## config.mk

```make
export PLATFORM = sky130hd
export DESIGN_NAME = div_avg_mc
export DESIGN_NICKNAME = d
export VERILOG_FILES = /design/src/rtl/div_avg_pkg.sv /design/src/rtl/div_avg_lane.sv /design/src/rtl/div_avg_mc.sv
export SDC_FILE = /design/constraint.sdc
export NUM_CORES = 2
export LEC_CHECK = 0
export BUFFER_PORTS_ARGS = -buffer_cell sky130_fd_sc_hd__buf_4
export CAP_MARGIN = 0
export CELL_PAD_IN_SITES_DETAIL_PLACEMENT = 0
export CELL_PAD_IN_SITES_GLOBAL_PLACEMENT = 1
export CORE_UTILIZATION = 47
export DETAILED_ROUTE_END_ITERATION = 8
export PLACE_DENSITY_LB_ADDON = 0.1
export SLEW_MARGIN = 30
export SYNTH_ARGS = -nofsm -noshare
export SYNTH_HDL_FRONTEND = slang
export SYNTH_SLANG_ARGS = --single-unit
```

## constraint.sdc

```tcl
create_clock -name clk -period 6.8 [get_ports clk]
set_input_delay 0.34 -clock clk [delete_from_list [all_inputs] [get_ports clk]]
set_output_delay 0.34 -clock clk [all_outputs]
set_load 0.005 [all_outputs]
```

## src/rtl/div_avg_pkg.sv

```systemverilog
// Shared constants and helpers for the multi-channel averaging divider.
package div_avg_pkg;

  // Reciprocal fractional shift the R constants below are scaled for
  localparam int SH = 20;

  // Width of a reciprocal constant (R1 = 2^20 needs 21 bits)
  localparam int RW = 21;

  // Reciprocals of the kernel areas 1, 9, 25 and 49, scaled by 2^SH
  localparam logic [RW-1:0] R1 = 21'd1048576;
  localparam logic [RW-1:0] R3 = 21'd116508;
  localparam logic [RW-1:0] R5 = 21'd41943;
  localparam logic [RW-1:0] R7 = 21'd21400;

  // Kernel size select encoding
  localparam logic [1:0] KSZ_1 = 2'b00;
  localparam logic [1:0] KSZ_3 = 2'b01;
  localparam logic [1:0] KSZ_5 = 2'b10;
  localparam logic [1:0] KSZ_7 = 2'b11;

  // Map a kernel select code to its scaled reciprocal
  function automatic logic [RW-1:0] f_recip(input logic [1:0] ksz_sel);
    logic [RW-1:0] r;
    case (ksz_sel)
      KSZ_1:   r = R1;
      KSZ_3:   r = R3;
      KSZ_5:   r = R5;
      default: r = R7;
    endcase
    return r;
  endfunction

endpackage

```

## src/rtl/div_avg_lane.sv

```systemverilog
// One channel of the averaging divider: multiply by the reciprocal,
// round to nearest, then clamp to the output width.
module div_avg_lane
  import div_avg_pkg::*;
#(
  parameter int SW = 16,
  parameter int DW = 8,
  parameter int SH = 20
) (
  input  logic          clk,
  input  logic          rst,
  input  logic [SW-1:0] din,
  input  logic [RW-1:0] recip,
  input  logic          valid,
  output logic [DW-1:0] dout,
  output logic          sat
);

  localparam int PW = SW + RW;
  localparam int QW = PW - SH + 1;
  localparam logic [QW-1:0] MAXV = QW'((1 << DW) - 1);
  localparam logic [PW:0] HALF = (PW + 1)'(1) << (SH - 1);

  logic [PW-1:0] prod;
  logic [PW:0]   rounded;
  logic [QW-1:0] quot;
  logic          over;

  // Second stage: full-precision product of the sum and the reciprocal
  always_ff @(posedge clk or posedge rst) begin
    if (rst) prod <= '0;
    else     prod <= din * recip;
  end

  // Add one half LSB of the quotient and drop the fraction bits
  always_comb begin
    rounded = {1'b0, prod} + HALF;
    quot    = rounded[PW:SH];
    over    = (quot > MAXV);
  end

  // Third stage: clamp and zero the result outside active line beats
  always_ff @(posedge clk or posedge rst) begin
    if (rst) begin
      dout <= '0;
      sat  <= 1'b0;
    end else begin
      dout <= !valid ? '0 : (over ? '1 : quot[DW-1:0]);
      sat  <= valid & over;
    end
  end

endmodule

```

## src/rtl/div_avg_mc.sv

```systemverilog
// Multi-channel averaging divider placed after the 2-D window summer.
// Divides each packed window sum by the per-frame kernel area with
// rounding and saturation; syncs are delayed to match the 3-cycle pipe.
module div_avg_mc
  import div_avg_pkg::*;
#(
  parameter int CH = 3,
  parameter int SW = 16,
  parameter int DW = 8,
  parameter int SH = 20
) (
  input  logic             clk,
  input  logic             rst,
  input  logic [1:0]       ksz_sel,
  input  logic             din_vsync,
  input  logic             din_hsync,
  input  logic [CH*SW-1:0] din,
  output logic             dout_vsync,
  output logic             dout_hsync,
  output logic [CH*DW-1:0] dout,
  output logic             dout_ovf,
  output logic             frame_ovf
);

  logic             vsync_s1, hsync_s1;
  logic             vsync_s2, hsync_s2;
  logic [CH*SW-1:0] din_s1;
  logic [RW-1:0]    recip_s1;
  logic [1:0]       ksz_act;
  logic             vsync_rise;
  logic             dout_vsync_d;
  logic             out_vsync_rise;
  logic [CH-1:0]    sat;

  assign vsync_rise     = din_vsync & ~vsync_s1;
  assign out_vsync_rise = dout_vsync & ~dout_vsync_d;
  assign dout_ovf       = |sat;

  // First stage: capture inputs and latch the kernel at each frame start;
  // a beat coinciding with the frame start already uses the new kernel
  always_ff @(posedge clk or posedge rst) begin
    if (rst) begin
      vsync_s1 <= 1'b0;
      hsync_s1 <= 1'b0;
      din_s1   <= '0;
      ksz_act  <= KSZ_3;
      recip_s1 <= R3;
    end else begin
      vsync_s1 <= din_vsync;
      hsync_s1 <= din_hsync;
      din_s1   <= din;
      if (vsync_rise) begin
        ksz_act  <= ksz_sel;
        recip_s1 <= f_recip(ksz_sel);
      end else begin
        recip_s1 <= f_recip(ksz_act);
      end
    end
  end

  // Carry the syncs alongside the second and third lane stages
  always_ff @(posedge clk or posedge rst) begin
    if (rst) begin
      vsync_s2     <= 1'b0;
      hsync_s2     <= 1'b0;
      dout_vsync   <= 1'b0;
      dout_hsync   <= 1'b0;
      dout_vsync_d <= 1'b0;
    end else begin
      vsync_s2     <= vsync_s1;
      hsync_s2     <= hsync_s1;
      dout_vsync   <= vsync_s2;
      dout_hsync   <= hsync_s2;
      dout_vsync_d <= dout_vsync;
    end
  end

  // Sticky per-frame overflow; a saturated beat wins over the frame clear
  always_ff @(posedge clk or posedge rst) begin
    if (rst)                 frame_ovf <= 1'b0;
    else if (dout_ovf)       frame_ovf <= 1'b1;
    else if (out_vsync_rise) frame_ovf <= 1'b0;
  end

  for (genvar g = 0; g < CH; g++) begin : g_lane
    div_avg_lane #(
      .SW(SW),
      .DW(DW),
      .SH(SH)
    ) u_lane (
      .clk  (clk),
      .rst  (rst),
      .din  (din_s1[g*SW +: SW]),
      .recip(recip_s1),
      .valid(hsync_s2),
      .dout (dout[g*DW +: DW]),
      .sat  (sat[g])
    );
  end

endmodule

```

==> results.py <==
metrics = {
    "drt": {
        "post_drt_wl_per_cell_um": 19.4,
        "drc": 0,
        "via_per_inst": 5.04,
        "first_pass_iters": 6,
        "routed_wirelength_um": 77300,
        "dr.first_iter.drc_count": 972,
        "antenna_left": 0,
        "vias": 20072,
    },
    "placed_design": {
        "dpl.cell_count": 3895,
        "dp_hpwl_um": 67400,
        "port_buffers": 81,
        "place.gp.congestion": 0.970,
    },
    "setup_path": {
        "crit_type": "register to register",
        "crit_chain": "buf_6 > nand2_1 > fa_1 > fa_1 > fa_1 > fa_1 > fa_1 > fa_1 > inv_1 > ha_1 > a211oi_1 > o21ai_1 > a211oi_1 > a21oi_1 > a311o_1 > a311o_1 > a31oi_1 > xnor2_1",
        "crit_top_cell": "fa_1",
        "worst_ep_required_time_ns": 7.21,
        "cp-end-kind": "register",
        "cp-startpoint": "recip_s1[16]",
        "cp_slowest_cell": "dfstp_4",
        "crit_family": "adder cells",
        "cp.arrival_ns": 6.91,
        "crit_path_max_fanout": 16,
        "slowest_delay_ns": 0.72,
        "critical_path_buf_inv_count": 2,
        "cp-start-kind": "register",
        "r2r_start": "recip_s1[16]",
    },
    "cells_and_area": {
        "nets": 4187,
        "multi_input_area_mm2": 0.0223,
        "stdcell_count": 3985,
        "layout-drive-gt1-share_pct": 6.23,
        "regArea_mm2": 0.00370,
        "final_common_cell": "inv_1",
        "fill_cells": 5818,
        "areaGrowthSynthToFinish_pct": 10.2,
        "final_cell_mix": "840 x inv_1, 546 x fa_1, 454 x ha_1, 221 x and2_1, 214 x nand2_1",
    },
    "worst_hold_path": {
        "min_from": "ksz_sel[1]",
        "hp-class": "input pin to register",
    },
    "yosys": {
        "synth_cells": 2999,
        "avgSynthCellArea_um2": 9.78,
        "netlist-cell-type-count": 70,
        "syn-num-nets": 4053,
        "synth-edff-count": 0,
        "netlist_area_mm2": 0.0293,
        "synth-main-ff-cell": "dfrtp_1",
        "ys_warn_count": 0,
        "yosys_register_bits": 147,
        "ys_seq_area_share_pct": 12.6,
        "synthArstFlopShare_pct": 100,
    },
    "floorplanning": {
        "design.core.area_mm2": 0.0617,
        "rows": 91,
        "die_height_um": 252,
        "initial_utilization_pct": 47.5,
        "ios": 82,
        "dieArea_mm2": 0.0634,
        "die_w_um": 252,
    },
    "clock_network": {
        "cts_buffers": 17,
        "h-tree-depth": 4,
        "clock_path_buffers": 2,
        "clock_latency_ns": 0.51,
        "clk_pin_slew_ns": 0.08,
        "numClockSinks": 147,
        "cts_tree": "built",
        "cts_root_buf": "clkbuf_16",
    },
    "timing": {
        "timing.fmax_mhz": 154,
        "finalHoldViolations": 0,
        "worst_clock_skew_ns": 0.0219,
        "finalMaxSlewViolations": 0,
        "setup_viol": 0,
        "worstMarginPinSlew_ns": 0.817,
        "fin_crit_sh_pct": 95.6,
        "fin_crit_ns": 6.50,
        "relSlewSlack_pct": 45.5,
    },
    "global_routing": {
        "grt_pass1_wl_um": 123000,
        "grt_use_total_pct": 25.7,
        "grt_max_degree": 87,
        "grt_pass1_vias": 22358,
        "antenna_found_initial": 8,
        "grt_remaining_overflow": 0,
    },
    "job": {
        "maxCapViolCount": 0,
    },
    "outcome": {
        "status": "completed",
    },
}
==> worst reg2reg max path: cells and delay by family, from the launching register on <==
family	cells	cell delay (ns)
AOI/OAI and AO/OA	7	1.84
adders and majority gates	7	3.30
xor gates and xnor gates	1	0.15
DFF	1	0.72
and+or+nand+nor	1	0.15
buffers and inverters	2	0.25
==> cells in the mapped netlist, types with 6 or more instances <==
cell type / number / area [um^2]
inv_1: 842 / 3160
fa_1: 546 / 10900
ha_1: 454 / 5680
and2_1: 221 / 1380
nand2_1: 214 / 803
dfrtp_1: 142 / 3550
a21oi_1: 82 / 410
clkbuf_1: 58 / 218
xnor2_1: 47 / 412
nor2_1: 43 / 161
a21o_1: 40 / 300
nand3_1: 35 / 175
xor2_1: 35 / 307
o21ai_0: 28 / 140
nand4_1: 26 / 163
nor3_1: 18 / 90.1
a31oi_1: 12 / 75.1
and3_1: 12 / 75.1
nor2b_1: 12 / 75.1
a31o_2: 8 / 70.1
and4_1: 7 / 61.3
a41oi_1: 6 / 52.6
o211ai_1: 6 / 45.0
o21bai_1: 6 / 45.0
==> registers in the layout (all words and copies together) (netlist names) <==
register            count
ksz_act                 2
dout_vsync_d            1
vsync_s2                1
din_s1                 48
dout_hsync              1
vsync_s1                1
recip_s1                8
hsync_s2                1
dout_vsync              1
hsync_s1                1
frame_ovf               1
g_lane.u_lane.sat       3
g_lane.u_lane.prod     54
g_lane.u_lane.dout     24
==> cells by family (layout without fill, tap and decap cells) <==
kind of cell,count (synthesis),count (layout),synth area share (%)
fa+ha+maj,1000,1000,56.6
buf+inv,903,1050,11.6
simple gates,618,618,11.1
compound gates,239,239,5.39
flops,147,147,12.6
xor+xnor,82,82,2.45
mux,10,10,0.362
other cells,0,2,0
==> cell type report <==
class                           instances  area share, %
Multi-Input combinational cell       1949           68.9
Timing Repair Buffer                  175           4.63
Sequential cell                       147           11.4
Antenna cell                            2         0.0155
Clock inverter                         12          0.600
Clock buffer                           20           1.38
Inverter                              843           9.80
Tap cell                              837           3.24
==> metal layers <==
metal | global-route usage (%) | wire length [um]
met1 | 34.1 | 34500
met2 | 42.7 | 36700
met3 | 5.49 | 4320
met4 | 6.77 | 1760
met5 | 0 | 37
==> what timing repair did <==
action                                 4_1_cts  5_1_grt
endpoints found under the hold margin       62        0
buffers inserted                             0        4
setup endpoints to repair                    0        7
resized for setup                            0        8
hold buffers                                51        0
==> worst paths after layout <==
| path | to | slack [ns] | cells past startpoint |
|---|---|---|---|
| max | g_lane[1].u_lane.prod[35] | 0.30 | 18 |
| min | ksz_act[1] | 0.09 | 3 |
| max reg2reg | g_lane[1].u_lane.prod[35] | 0.30 | 18 |
| min reg2reg | dout_vsync | 0.37 | 0 |
| max in group asynchronous | recip_s1[13] | 5.14 | 4 |
| min in group asynchronous | hsync_s2 | 0.52 | 3 |
==> metrics by stage <==
stage          util (%)  instance area [um^2]  setup WS (ns)   TNS, ns  hold slack (ns)
2_1_floorplan         -                 29300          0.507         0            0.331
3_3_place_gp       50.4                 31100          0.242         0            0.340
3_5_place_dp       50.4                 31100          0.215         0            0.345
4_1_cts            52.2                 32200          0.167         0           0.0508
5_1_grt            52.4                 32300       -0.00227  -0.00227           0.0954
6_report           52.4                 32300          0.301         0           0.0878
Power is left out: the tool's default activity adds up to more than one toggle a clock period on the data nets, which glitch-free logic cannot reach.
